`src/rtl/systolic_tile_sequencer_if.sv`:
```
// Command, X/W stream, array-side and result signals of systolic_tile_sequencer.
// The sequencer uses the slave modport; the upstream/array environment uses master.
interface systolic_tile_sequencer_if #(
    parameter int WIDTH          = 16,
    parameter int HIDDEN_SIZE    = 2,
    parameter int CONTEXT_LENGTH = 4,
    parameter int K_MAX          = 256
);
    localparam int KW = $clog2(K_MAX + 1);
    localparam int XW = CONTEXT_LENGTH * WIDTH;
    localparam int WW = HIDDEN_SIZE * 2;
    localparam int YW = HIDDEN_SIZE * CONTEXT_LENGTH * 2 * WIDTH;

    logic          start;
    logic [KW-1:0] k_len;
    logic          busy;

    logic          x_valid;
    logic [XW-1:0] x_data;
    logic          x_ready;
    logic          w_valid;
    logic [WW-1:0] w_data;
    logic          w_ready;

    logic          sa_rst;
    logic [XW-1:0] sa_x;
    logic [WW-1:0] sa_w;
    logic [YW-1:0] sa_y;

    logic          y_valid;
    logic          y_ready;
    logic [YW-1:0] y_data;
    logic          done;

    modport slave (
        input  start, k_len, x_valid, x_data, w_valid, w_data, sa_y, y_ready,
        output busy, x_ready, w_ready, sa_rst, sa_x, sa_w, y_valid, y_data, done
    );

    modport master (
        output start, k_len, x_valid, x_data, w_valid, w_data, sa_y, y_ready,
        input  busy, x_ready, w_ready, sa_rst, sa_x, sa_w, y_valid, y_data, done
    );
endinterface

```
`src/rtl/systolic_tile_sequencer.sv`:
```
// Runs one output-stationary tile: clear array, stream paired X/W, drain, hold Y until taken.
// Define SA_SEQ_PERF_EN to add the o_stall_cnt FEED-stall counter output.
module systolic_tile_sequencer #(
    parameter int WIDTH          = 16,
    parameter int HIDDEN_SIZE    = 2,
    parameter int CONTEXT_LENGTH = 4,
    parameter int K_MAX          = 256,
    parameter int DRAIN_CYCLES   = CONTEXT_LENGTH + HIDDEN_SIZE
) (
    input  logic        i_clk,
    input  logic        i_rst,
`ifdef SA_SEQ_PERF_EN
    output logic [31:0] o_stall_cnt,
`endif
    systolic_tile_sequencer_if.slave bus
);
    localparam int KW = $clog2(K_MAX + 1);
    localparam int XW = CONTEXT_LENGTH * WIDTH;
    localparam int WW = HIDDEN_SIZE * 2;
    localparam int YW = HIDDEN_SIZE * CONTEXT_LENGTH * 2 * WIDTH;
    localparam int DW = $clog2(DRAIN_CYCLES + 1);

    typedef enum logic [2:0] {
        S_IDLE,
        S_CLEAR,
        S_FEED,
        S_DRAIN,
        S_OUTPUT
    } state_t;

    state_t        r_state;
    state_t        w_state_next;
    logic [KW-1:0] r_k_len;
    logic [KW-1:0] r_step_cnt;
    logic [DW-1:0] r_drain_cnt;
    logic [XW-1:0] r_sa_x;
    logic [WW-1:0] r_sa_w;
    logic [YW-1:0] r_y_data;
    logic          r_y_valid;
    logic          r_done;

    logic          w_start_ok;
    logic          w_step;
    logic          w_last_step;
    logic          w_last_drain;
    logic          w_y_fire;

    assign w_start_ok   = (r_state == S_IDLE) && bus.start && (bus.k_len != '0);
    // X and W only ever move together so the array sees matched operands or a matched bubble.
    assign w_step       = (r_state == S_FEED) && bus.x_valid && bus.w_valid;
    assign w_last_step  = w_step && ((r_step_cnt + KW'(1)) == r_k_len);
    assign w_last_drain = (r_state == S_DRAIN) && (r_drain_cnt == DW'(DRAIN_CYCLES - 1));
    assign w_y_fire     = (r_state == S_OUTPUT) && r_y_valid && bus.y_ready;

    // NOTE: default assigned first so every path drives w_state_next and no latch is inferred.
    always_comb begin
        w_state_next = r_state;
        case (r_state)
            S_IDLE:   if (w_start_ok)   w_state_next = S_CLEAR;
            S_CLEAR:                    w_state_next = S_FEED;
            S_FEED:   if (w_last_step)  w_state_next = S_DRAIN;
            S_DRAIN:  if (w_last_drain) w_state_next = S_OUTPUT;
            S_OUTPUT: if (w_y_fire)     w_state_next = S_IDLE;
            default:                    w_state_next = S_IDLE;
        endcase
    end

    // NOTE: non-blocking assignments so every register samples pre-edge values of the others.
    always_ff @(posedge i_clk or posedge i_rst) begin
        if (i_rst) begin
            r_state     <= S_IDLE;
            r_k_len     <= '0;
            r_step_cnt  <= '0;
            r_drain_cnt <= '0;
            r_sa_x      <= '0;
            r_sa_w      <= '0;
            r_y_data    <= '0;
            r_y_valid   <= 1'b0;
            r_done      <= 1'b0;
        end else begin
            r_state <= w_state_next;

            if (w_start_ok) begin
                r_k_len <= bus.k_len;
            end

            if (r_state == S_CLEAR) begin
                r_step_cnt <= '0;
            end else if (w_step) begin
                r_step_cnt <= r_step_cnt + KW'(1);
            end

            if (r_state == S_DRAIN) begin
                r_drain_cnt <= r_drain_cnt + DW'(1);
            end else begin
                r_drain_cnt <= '0;
            end

            r_sa_x <= w_step ? bus.x_data : '0;
            r_sa_w <= w_step ? bus.w_data : '0;

            if (w_last_drain) begin
                r_y_data <= bus.sa_y;
            end

            if (w_last_drain) begin
                r_y_valid <= 1'b1;
            end else if (w_y_fire) begin
                r_y_valid <= 1'b0;
            end

            r_done <= w_y_fire;
        end
    end

`ifdef SA_SEQ_PERF_EN
    logic [31:0] r_stall_cnt;

    always_ff @(posedge i_clk or posedge i_rst) begin
        if (i_rst) begin
            r_stall_cnt <= '0;
        end else if (w_start_ok) begin
            r_stall_cnt <= '0;
        end else if ((r_state == S_FEED) && !w_step && (r_stall_cnt != '1)) begin
            r_stall_cnt <= r_stall_cnt + 32'd1;
        end
    end

    assign o_stall_cnt = r_stall_cnt;
`endif

    assign bus.busy    = (r_state != S_IDLE);
    assign bus.x_ready = w_step;
    assign bus.w_ready = w_step;
    assign bus.sa_rst  = i_rst | (r_state == S_CLEAR);
    assign bus.sa_x    = r_sa_x;
    assign bus.sa_w    = r_sa_w;
    assign bus.y_valid = r_y_valid;
    assign bus.y_data  = r_y_data;
    assign bus.done    = r_done;
endmodule

```
`src/flat_wrapper.sv`:
```
// flat-port wrapper written by rule: the top's interface ports become plain ports
module systolic_tile_sequencer_flat 
#(
    parameter int WIDTH          = 16,
    parameter int HIDDEN_SIZE    = 2,
    parameter int CONTEXT_LENGTH = 4,
    parameter int K_MAX          = 256,
    parameter int DRAIN_CYCLES   = CONTEXT_LENGTH + HIDDEN_SIZE
)
  (i_clk, i_rst, bus_start, bus_k_len, bus_x_valid, bus_x_data, bus_w_valid, bus_w_data, bus_sa_y, bus_y_ready, bus_busy, bus_x_ready, bus_w_ready, bus_sa_rst, bus_sa_x, bus_sa_w, bus_y_valid, bus_y_data, bus_done);
  systolic_tile_sequencer_if #(.WIDTH(WIDTH), .HIDDEN_SIZE(HIDDEN_SIZE), .CONTEXT_LENGTH(CONTEXT_LENGTH), .K_MAX(K_MAX)) bus_i ();
  input  logic i_clk;
  input  logic i_rst;
  input wire logic [$bits(bus_i.start)-1:0] bus_start;
  input wire logic [$bits(bus_i.k_len)-1:0] bus_k_len;
  input wire logic [$bits(bus_i.x_valid)-1:0] bus_x_valid;
  input wire logic [$bits(bus_i.x_data)-1:0] bus_x_data;
  input wire logic [$bits(bus_i.w_valid)-1:0] bus_w_valid;
  input wire logic [$bits(bus_i.w_data)-1:0] bus_w_data;
  input wire logic [$bits(bus_i.sa_y)-1:0] bus_sa_y;
  input wire logic [$bits(bus_i.y_ready)-1:0] bus_y_ready;
  output wire logic [$bits(bus_i.busy)-1:0] bus_busy;
  output wire logic [$bits(bus_i.x_ready)-1:0] bus_x_ready;
  output wire logic [$bits(bus_i.w_ready)-1:0] bus_w_ready;
  output wire logic [$bits(bus_i.sa_rst)-1:0] bus_sa_rst;
  output wire logic [$bits(bus_i.sa_x)-1:0] bus_sa_x;
  output wire logic [$bits(bus_i.sa_w)-1:0] bus_sa_w;
  output wire logic [$bits(bus_i.y_valid)-1:0] bus_y_valid;
  output wire logic [$bits(bus_i.y_data)-1:0] bus_y_data;
  output wire logic [$bits(bus_i.done)-1:0] bus_done;
  assign bus_i.start = bus_start;
  assign bus_i.k_len = bus_k_len;
  assign bus_i.x_valid = bus_x_valid;
  assign bus_i.x_data = bus_x_data;
  assign bus_i.w_valid = bus_w_valid;
  assign bus_i.w_data = bus_w_data;
  assign bus_i.sa_y = bus_sa_y;
  assign bus_i.y_ready = bus_y_ready;
  assign bus_busy = bus_i.busy;
  assign bus_x_ready = bus_i.x_ready;
  assign bus_w_ready = bus_i.w_ready;
  assign bus_sa_rst = bus_i.sa_rst;
  assign bus_sa_x = bus_i.sa_x;
  assign bus_sa_w = bus_i.sa_w;
  assign bus_y_valid = bus_i.y_valid;
  assign bus_y_data = bus_i.y_data;
  assign bus_done = bus_i.done;
  systolic_tile_sequencer #(.WIDTH(WIDTH), .HIDDEN_SIZE(HIDDEN_SIZE), .CONTEXT_LENGTH(CONTEXT_LENGTH), .K_MAX(K_MAX), .DRAIN_CYCLES(DRAIN_CYCLES)) u_core (.i_clk(i_clk), .i_rst(i_rst), .bus(bus_i));
endmodule
```
`config.mk`:
```
export PLATFORM = sky130hd
export DESIGN_NAME = systolic_tile_sequencer_flat
export DESIGN_NICKNAME = d
export VERILOG_FILES = /design/src/rtl/systolic_tile_sequencer_if.sv /design/src/rtl/systolic_tile_sequencer.sv /design/src/flat_wrapper.sv
export SDC_FILE = /design/constraint.sdc
export NUM_CORES = 1
export LEC_CHECK = 0
export BUFFER_PORTS_ARGS = -buffer_cell sky130_fd_sc_hd__buf_2
export CORE_AREA = 8 8 251 253
export CTS_BUF_LIST = sky130_fd_sc_hd__clkbuf_16
export CTS_CLUSTER_DIAMETER = 30
export DETAILED_ROUTE_END_ITERATION = 7
export DIE_AREA = 0 0 259 261
export PLACE_DENSITY_LB_ADDON = 0.05
export SYNTH_ARGS = -nofsm -noshare
export SYNTH_HDL_FRONTEND = slang
export SYNTH_SLANG_ARGS = --single-unit
```
`constraint.sdc`:
```
create_clock -name i_clk -period 14.95 [get_ports i_clk]
set_input_delay 2.2425 -clock i_clk [delete_from_list [all_inputs] [get_ports i_clk]]
set_output_delay 2.2425 -clock i_clk [all_outputs]
set_load 0.05 [all_outputs]
```
==> results of run 1 <==
worst max-delay path: cells and delay by family:
family | cells | cell delay (ps)
buf+inv | 4 | 1140
simple gates | 1 | 380
routing by layer:
| metal | vias up | global-route usage | part of all wire |
|---|---|---|---|
| li1 | 4398 | - | - |
| met1 | 4656 | 0.143 | 0.35 |
| met2 | 424 | 0.250 | 0.52 |
| met3 | 107 | 0.0676 | 0.098 |
| met4 | 14 | 0.0609 | 0.031 |
| met5 | - | 0 | 0.0020 |
power groups by stage:
stage	Sequential (uW)	Combinational (uW)	Clock, uW
final	1100	582	2120
after detailed placement	1110	594	0
after global placement	1110	595	0
after floorplan	1370	145	0
after CTS	1100	595	2170
after global routing	1110	619	2230
final cells by class:
cell class	count	area share
flip-flops and latches	350	0.424
multi-input cells	432	0.194
repair buffers	676	0.165
clock buffers	105	0.127
well taps	782	0.0474
clock inverters	88	0.0395
inverters	5	0.00127
diodes	7	0.000848
registers in the layout (all words and copies together) (netlist names):
register	flops
u_core.bus.done	1
u_core.bus.sa_w	4
u_core.bus.sa_x	64
u_core.bus.y_data	256
u_core.bus.y_valid	1
u_core.r_drain_cnt	3
u_core.r_k_len	9
u_core.r_state	3
u_core.r_step_cnt	9
path summary, 6_finish.rpt:
check,startpoint,end,slack (ps),cells after the start
setup / recovery,bus_w_valid,bus_x_ready,8870,5
hold / removal,u_core.r_drain_cnt[0],u_core.r_drain_cnt[0],460,1
setup reg to reg,u_core.r_state[2],u_core.bus.y_data[190],10940,6
hold reg to reg,u_core.r_drain_cnt[0],u_core.r_drain_cnt[0],460,1
max in group asynchronous,i_rst,u_core.bus.y_data[17],11120,4
min in group asynchronous,i_rst,u_core.bus.y_data[125],1660,2
per-stage QoR:
step / utilization / worst slack [ps]
after global routing: 0.348 / 8700
after global placement: 0.290 / 8770
after floorplan: - / 493
after detailed placement: 0.290 / 8820
final: 0.348 / 8870
after CTS: 0.348 / 8820
synthesized netlist by cell type (all sizes together):
library cell	count
a211oi	1
a21oi	3
a31o	1
and2	70
buf	30
clkbuf	9
dfrtp	350
ha	3
inv	5
mux2	265
mux2i	1
nand2	16
nand3	7
nand3b	1
nand4	1
nor2	19
nor2b	2
nor3	4
nor3b	2
o21ai	15
o22ai	1
o311ai	1
o31a	1
o31ai	3
o32ai	1
or3	1
or4	1
xnor2	6
xor2	6
cell families after synthesis:
| logic type | after synthesis | share of synthesized area |
|---|---|---|
| buffers and inverters | 44 | 0.0207 |
| adders and majority gates | 3 | 0.00288 |
| and+or+nand+nor | 124 | 0.0531 |
| xor gates and xnor gates | 12 | 0.00807 |
| DFF | 350 | 0.672 |
| AOI/OAI and AO/OA | 27 | 0.0133 |
| muxes | 266 | 0.230 |
placed cells by master, fill, tap and decap left out, types with 2 or more instances in the layout:
master / Yosys / layout
clkinv_2: 0 / 18
clkinv_4: 0 / 6
nand3_1: 7 / 7
nand2_1: 16 / 16
inv_1: 4 / 13
ha_1: 3 / 3
inv_6: 0 / 3
bufinv_16: 0 / 12
clkinv_1: 0 / 22
mux2_2: 244 / 244
nor3b_1: 2 / 2
diode_2: 0 / 7
nor2b_1: 2 / 2
mux2_1: 21 / 21
o31ai_1: 3 / 3
o21ai_0: 15 / 15
buf_4: 26 / 7
buf_2: 4 / 668
xnor2_1: 6 / 6
a21oi_1: 3 / 3
clkbuf_16: 0 / 105
inv_16: 0 / 3
and2_1: 70 / 70
nor2_1: 18 / 18
clkinvlp_4: 0 / 14
xor2_1: 6 / 6
nor3_1: 3 / 3
dfrtp_1: 350 / 350
==> flow_summary.json, run 1 <==
{
  "chipWidth_um": 259,
  "leakagePower_uw": 0.0116,
  "slowest_stage": "buf_4",
  "finalSetupTns_ps": 0,
  "cp_slowest_stage_delay_ps": 530,
  "critPathKind": "in -> out",
  "syn2layout_area_growth_pct": 58.4,
  "avgViaCountPerCell": 3.93,
  "port_buffers": 668,
  "worstSkewPairLatency_ps": 630,
  "hp-class": "reg -> reg",
  "cts.root.buffer_cell": "clkbuf_16",
  "seq_area_um2": 8760,
  "antenna_left": 0,
  "cts-hold-fix-buffers": 0,
  "ys_seq_elements": 350,
  "p_comb_frac": 0.153,
  "clk_path_buf_depth": 3,
  "drt_pass1_iterations": 4,
  "nets": 1911,
  "pwr_density_cell_nw_per_um2": 184,
  "worstPathRequired_ps": 12710,
  "power_switching_uw": 1110,
  "synth.net_count": 1168,
  "setup_viol": 0,
  "h-tree-depth": 3,
  "grt_pass1_wl_um": 71300,
  "hold_ws_ps": 463,
  "synthCells": 826,
  "clkSinkCount": 350,
  "drc": 0,
  "worst_setup_path_start_kind": "input port",
  "cts_resized": 0,
  "drive_above_1_share": 0.657,
  "synth_area_per_cell_um2": 15.8,
  "internal-power_uw": 2680,
  "finalCritPeriodShare": 0.406,
  "ys.warnings.count": 0,
  "nFillCells": 6016,
  "cp_common_cell": "buf_2",
  "status": "completed",
  "irDropWorstVdd_mv": 0.104,
  "maxCapViolations": 0,
  "yosys.area.top_type": "dfrtp_1",
  "num_vias": 9599,
  "die_h_um": 261,
  "antenna_found_initial": 17,
  "gp_congestion": 0.723,
  "synth_seq_area_share": 0.672,
  "wl_per_cell_um": 20.4,
  "multi_input_area_um2": 4010,
  "gr-total-overflow": 0,
  "clkPwrFrac": 0.558,
  "dieArea_um2": 67600,
  "fmax_mhz": 165,
  "syn_area_um2": 13000,
  "endpoint_kind": "output pin",
  "grt_pass1_vias": 10600,
  "io-pin-count": 669,
  "placed_area_um2": 17200,
  "cts.clk_slew.worst_paths_ps": 40,
  "grtUsageTotal": 0.142,
  "tritoncts": "built",
  "design_area_um2": 20600,
  "crit_chain": "buf_2 -> nand3_1 -> inv_2 -> buf_4 -> buf_2",
  "fp-row-count": 90,
  "hold_violations": 0,
  "yosys.area.top_type_share": 0.672,
  "p_seq_frac": 0.289,
  "fin_skew_ps": 22.1,
  "netlist_top_cells_area": "dfrtp_1, mux2_2, and2_1",
  "swShare": 0.293,
  "rsz0062_at_grt": "false",
  "dp_hpwl_um": 38100,
  "start_util": 0.220,
  "place_inst": 2245,
  "coreArea_um2": 59300,
  "drt_wl_total_um": 50000,
  "p_total_uw": 3790,
  "post_cts.repair.setup_buffers": 0,
  "final_cell_count_no_fill": 2445,
  "cp_max_fo": 79,
  "cts_buffers": 104,
  "grt_max_degree": 161,
  "slew_viol_final": 0,
  "ys_types": 35,
  "arrival_ps": 3830,
  "drt_iter0_markers": 321,
  "worst_pin_slew_ps": 1190,
  "slew_headroom": 0.205,
  "period_needed_ps": 6080
}
Note: power is estimated with default switching activity, not from simulation.
==> inputs of run 2 (changes only) <==
==> constraint.sdc (replaced) <==
create_clock -name i_clk -period 5.61 [get_ports i_clk]
set_input_delay 0.8415 -clock i_clk [delete_from_list [all_inputs] [get_ports i_clk]]
set_output_delay 0.8415 -clock i_clk [all_outputs]
set_load 0.05 [all_outputs]
==> run 2 against run 1 <==
Compared with the run above: non-clock buffer count shrank 1; via count is 1.6% higher; critical path depth down 1; largest power group unchanged; highest routed layer unchanged.
==> flow_summary.json, run 2 (synthesized netlist as in run 1, its figures left out) <==
{
  "grt_pass1_wl_um": 72600,
  "slew_viol_final": 0,
  "cp_max_fo": 11,
  "fmax_mhz": 299,
  "setup_viol": 0,
  "hold_violations": 0,
  "irDropWorstVdd_mv": 0.301,
  "hp-class": "in -> async",
  "dp_hpwl_um": 38800,
  "h-tree-depth": 3,
  "port_buffers": 668,
  "worst_setup_path_start_kind": "flop",
  "drc": 0,
  "tritoncts": "built",
  "slew_headroom": 0.373,
  "met3WireLength_um": 4180,
  "nets": 1913,
  "cts.clk_slew.worst_paths_ps": 40,
  "final_cell_mix": "buf_2, dfrtp_1, mux2_2, clkbuf_16, and2_1",
  "drt_iter0_markers": 328,
  "leakagePower_uw": 0.0117,
  "die_h_um": 261,
  "final_common_cell": "buf_2",
  "io-pin-count": 669,
  "endpoint_kind": "output pin",
  "grt_pass1_vias": 10600,
  "pwr_density_cell_nw_per_um2": 494,
  "highest_layer": "met5",
  "gp_congestion": 0.765,
  "syn2layout_area_growth_pct": 59.5,
  "antenna_found_initial": 16,
  "dieArea_um2": 67600,
  "maxCapViolations": 0,
  "grt_max_degree": 140,
  "hold_ws_ps": 295,
  "largest_reg_flops": 256,
  "fp-row-count": 90,
  "period_needed_ps": 3340,
  "cts-hold-fix-buffers": 0,
  "cts.root.buffer_cell": "clkbuf_16",
  "drt_wl_total_um": 51000,
  "m1WireLength_um": 17500,
  "met2_length_um": 27400,
  "worstPathRequired_ps": 4770,
  "worst_pin_slew_ps": 940,
  "rsz0062_at_grt": "false",
  "coreArea_um2": 59300,
  "wl_per_cell_um": 20.8,
  "cts_buffers": 107,
  "clkSinkCount": 350,
  "status": "completed",
  "p_total_uw": 10300,
  "arrival_ps": 2500,
  "grtUsageTotal": 0.145,
  "post_cts.repair.setup_buffers": 0,
  "gr-total-overflow": 0,
  "start_util": 0.220,
  "finalCritPeriodShare": 0.596,
  "clk_path_buf_depth": 3,
  "drt_pass1_iterations": 4,
  "worstSkewPairLatency_ps": 620,
  "num_vias": 9757,
  "fin_skew_ps": 23.8,
  "antenna_left": 0,
  "drive_above_1_share": 0.653,
  "avgViaCountPerCell": 3.97,
  "critPathKind": "reg -> out",
  "chipWidth_um": 259,
  "cts_resized": 0
}
run 2: cell count changes in the layout (fill, tap and decap cells not counted), sizes merged:
| cell | previous run | this run |
|---|---|---|
| clkinvlp | 14 | 6 |
| buf | 676 | 675 |
| clkinv | 46 | 58 |
| clkbuf | 105 | 109 |
| diode | 7 | 9 |
| bufinv | 12 | 14 |
| inv | 21 | 20 |
run 2: routing by layer:
layer,global-route usage,up-vias
met5,0,-
met4,0.0733,6
met3,0.0566,119
met2,0.260,398
met1,0.145,4823
li1,-,4411
run 2: worst paths after layout:
check / from / endpoint / slack [ps] / cells past startpoint
worst max-delay path: u_core.r_state[2] / bus_w_ready / 2270 / 4
worst min-delay path: i_rst / u_core.bus.sa_x[20] / 300 / 2
worst max register to register: u_core.r_state[2] / u_core.r_step_cnt[3] / 2690 / 7
worst min register to register: u_core.r_drain_cnt[0] / u_core.r_drain_cnt[0] / 470 / 1
max in group asynchronous: i_rst / u_core.bus.y_data[90] / 3610 / 4
min in group i_clk: bus_w_data[1] / u_core.bus.sa_w[1] / 420 / 2
run 2: final cells by class:
type | count | area (um^2)
Clock buffer | 109 | 2730
Inverter | 5 | 22.5
Fill cell | 5972 | 38600
Tap cell | 782 | 978
Timing Repair Buffer | 675 | 3450
Antenna cell | 9 | 22.5
Multi-Input combinational cell | 432 | 4010
Sequential cell | 350 | 8760
Clock inverter | 93 | 828
run 2: power breakdown:
| part | internal (uW) | switching (uW) | total (uW) |
|---|---|---|---|
| Clock | 4100 | 1700 | 5800 |
| Sequential | 2780 | 136 | 2920 |
| Combinational | 444 | 1110 | 1560 |
run 2: worst max-delay path, stage by stage, from the launching register on:
cell,delay [ps]
dfrtp_1,430
nor3b_1,420
nand3_1,460
inv_2,270
buf_2,300
run 2: stage by stage:
step	area, um^2	utilization	TNS, ps	std cells	worst slack [ps]
2_1_floorplan	13000	-	-2890	826	-2890
5_1_grt	20800	0.350	0	2453	2030
3_5_place_dp	17200	0.290	0	2244	2660
6_report	20800	0.350	0	2455	2270
4_1_cts	20800	0.350	0	2446	2190
3_3_place_gp	17200	0.290	0	2244	2710
==> inputs of run 3 (changes only) <==
--- a/config.mk
+++ b/config.mk
@@ -5,12 +5,13 @@
 export SDC_FILE = /design/constraint.sdc
 export NUM_CORES = 1
 export LEC_CHECK = 0
+export ABC_AREA = 1
 export BUFFER_PORTS_ARGS = -buffer_cell sky130_fd_sc_hd__buf_2
-export CORE_AREA = 8 8 251 253
+export CORE_AREA = 8 8 253 255
 export CTS_BUF_LIST = sky130_fd_sc_hd__clkbuf_16
 export CTS_CLUSTER_DIAMETER = 30
 export DETAILED_ROUTE_END_ITERATION = 7
-export DIE_AREA = 0 0 259 261
+export DIE_AREA = 0 0 261 263
 export PLACE_DENSITY_LB_ADDON = 0.05
 export SYNTH_ARGS = -nofsm -noshare
 export SYNTH_HDL_FRONTEND = slang
==> constraint.sdc (replaced) <==
create_clock -name i_clk -period 3.1 [get_ports i_clk]
set_input_delay 0.465 -clock i_clk [delete_from_list [all_inputs] [get_ports i_clk]]
set_output_delay 0.465 -clock i_clk [all_outputs]
set_load 0.05 [all_outputs]
==> run 3 against run 2 <==
Compared with the run above: wire length down 1.0%; final cell count up 5.8%; via count up 3.7%; power up 66%; sequential share of layout area down 0.061 points; synthesized cell count up 15%; critical path type unchanged; largest cell class unchanged; largest power group unchanged.
==> flow_summary.json, run 3 <==
{
  "status": "completed",
  "syn2layout_area_growth_pct": 57.0,
  "slowest_stage": "dfrtp_1",
  "yosys.area.top_type_share": 0.660,
  "path_buf_inv": 1,
  "worstPathRequired_ps": 2630,
  "yosys.area.top_type": "dfrtp_1",
  "synth_seq_area_share": 0.660,
  "hold_violations": 0,
  "worst_pin_slew_ps": 1060,
  "syn_area_um2": 13300,
  "p_total_uw": 17000,
  "synth_area_per_cell_um2": 14.0,
  "cts.root.buffer_cell": "clkbuf_16",
  "port_buffers": 668,
  "final_cell_mix": "buf_2, dfrtp_1, mux2_2, inv_1, clkbuf_16",
  "endpoint_kind": "output pin",
  "antenna_left": 0,
  "critPathKind": "reg -> out",
  "drt_wl_total_um": 50500,
  "netlist_top_cells_area": "dfrtp_1, mux2_2, inv_1",
  "nFillCells": 6207,
  "drt_pass1_iterations": 4,
  "grt_max_degree": 168,
  "synthArstFlopShare": 1.00,
  "slew_viol_final": 0,
  "cp_common_cell": "nor2_2",
  "clk_path_buf_depth": 3,
  "largest_reg_flops": 256,
  "finalSetupTns_ps": 0,
  "worstSkewPairLatency_ps": 620,
  "fp-row-count": 90,
  "synth_most_common_cell": "dfrtp_1",
  "synth.net_count": 1288,
  "synthCells": 946,
  "ys_seq_elements": 350,
  "grt_pass1_wl_um": 73700,
  "leakagePower_uw": 0.0108,
  "tritoncts": "built",
  "start_util": 0.221,
  "avgViaCountPerCell": 3.90,
  "cts_buffers": 110,
  "h-tree-depth": 3,
  "pwr_density_cell_nw_per_um2": 817,
  "dp_hpwl_um": 38200,
  "chipWidth_um": 261,
  "irDropWorstVdd_mv": 0.427,
  "setup_viol": 0,
  "die_h_um": 263,
  "cp_max_fo": 8,
  "seq_area_um2": 8760,
  "hp-class": "in -> reg",
  "drive_above_1_share": 0.604,
  "cp_top_family": "simple AND/OR/NAND/NOR gates",
  "fmax_mhz": 390,
  "crit_chain": "nor2_2 -> nand2_1 -> nor2_2 -> buf_2",
  "rsz0062_at_grt": "false",
  "num_vias": 10100,
  "worst_setup_path_start_kind": "flop",
  "drc": 0,
  "cts.clk_slew.worst_paths_ps": 40,
  "multi_input_area_um2": 3810,
  "ys.warnings.count": 0,
  "synth_edf_count": 0,
  "fin_skew_ps": 22.9,
  "arrival_ps": 2100,
  "clkSinkCount": 350,
  "drt_iter0_markers": 373,
  "slew_headroom": 0.295,
  "grtUsageTotal": 0.143,
  "dieArea_um2": 68600,
  "cp_slowest_stage_delay_ps": 420,
  "grt_pass1_vias": 11200,
  "final_common_cell": "buf_2",
  "finalCritPeriodShare": 0.827,
  "maxCapViolations": 0,
  "gp_congestion": 0.750,
  "ys_types": 23,
  "gr-total-overflow": 0,
  "period_needed_ps": 2560,
  "wl_per_cell_um": 19.4,
  "nets": 2050,
  "ys.flop_type": "dfrtp_1",
  "hold_ws_ps": 49.7,
  "coreArea_um2": 59900,
  "cts_resized": 0,
  "synth_common_cells": "dfrtp_1, mux2_2, inv_1",
  "antenna_found_initial": 20,
  "io-pin-count": 669
}
==> run 3: changes by cell type after synthesis, moves of 4 or more <==
cell	delta
and2_1	-70
buf_2	+5
buf_4	-25
buf_6	+25
clkbuf_1	-4
inv_1	+90
mux2_1	-21
mux2_2	+12
nand2_1	+49
nand3_1	+16
nor2_1	+66
xnor2_1	-4
xor2_1	-5
==> run 3: area by class of cell <==
class / count / area share
Tap cell: 782 / 0.0470
Timing Repair Buffer: 688 / 0.171
Multi-Input combinational cell: 464 / 0.183
Clock inverter: 95 / 0.0258
Antenna cell: 14 / 0.00168
Sequential cell: 350 / 0.421
Inverter: 94 / 0.0171
Clock buffer: 111 / 0.133
==> run 3: per-stage QoR <==
step | setup slack [ps] | area [um^2] | std cells | util
floorplan | -4640 | 13300 | 946 | -
global placement | 1010 | 17400 | 2370 | 0.290
detailed placement | 977 | 17400 | 2370 | 0.290
CTS | 452 | 20800 | 2584 | 0.347
global route | 368 | 20800 | 2594 | 0.347
finish | 535 | 20800 | 2598 | 0.348
==> run 3: repair_timing <==
action,4_1_cts,5_1_grt
hold buffers,8,0
endpoints found under the hold margin,23,0
buffers inserted,0,0
==> run 3: path summary, 6_finish.rpt <==
| check | cells past startpoint | from | slack, ps | endpoint |
|---|---|---|---|---|
| worst max-delay path | 4 | u_core.r_state[2] | 540 | bus_w_ready |
| worst min-delay path | 3 | bus_x_data[26] | 50 | u_core.bus.sa_x[26] |
| worst max register to register | 7 | u_core.r_state[2] | 1010 | u_core.r_step_cnt[2] |
| worst min register to register | 1 | u_core.r_drain_cnt[0] | 460 | u_core.r_drain_cnt[0] |
| max in group asynchronous | 4 | i_rst | 1580 | u_core.bus.y_data[23] |
| min in group asynchronous | 4 | i_rst | 530 | u_core.bus.y_data[127] |
==> run 3: cell families after synthesis <==
kind of cell    after synthesis  synth area share
fa+ha+maj                     3           0.00283
mux                         256             0.217
buf+inv                     132            0.0526
xor+xnor                      3           0.00198
simple gates                183            0.0571
flops                       350             0.660
compound gates               19           0.00774
==> run 3: worst register-to-register path, stage by stage (launching register included) <==
cell and delay (ps):
dfrtp_1 420, nor2_2 180, nand2_1 130, nor2_2 380
inv_2 180, buf_4 390, nand3_1 160, o21ai_0 90
==> run 3: layer usage <==
metal / track usage / vias up / wire (um)
met1: 0.140 / 4891 / 17300
met4: 0.0574 / 10 / 1640
met5: 0 / - / 71
li1: - / 4709 / -
met3: 0.0689 / 105 / 4900
met2: 0.257 / 405 / 26600
==> run 3: power by group <==
part           leakage (uW)  total [uW]  internal (uW)  switching [uW]
clock               0.00175        9630           6590            3040
sequential          0.00426        5090           4930             163
combinational       0.00483        2290            624            1660
total                0.0108       17000          12100            4860
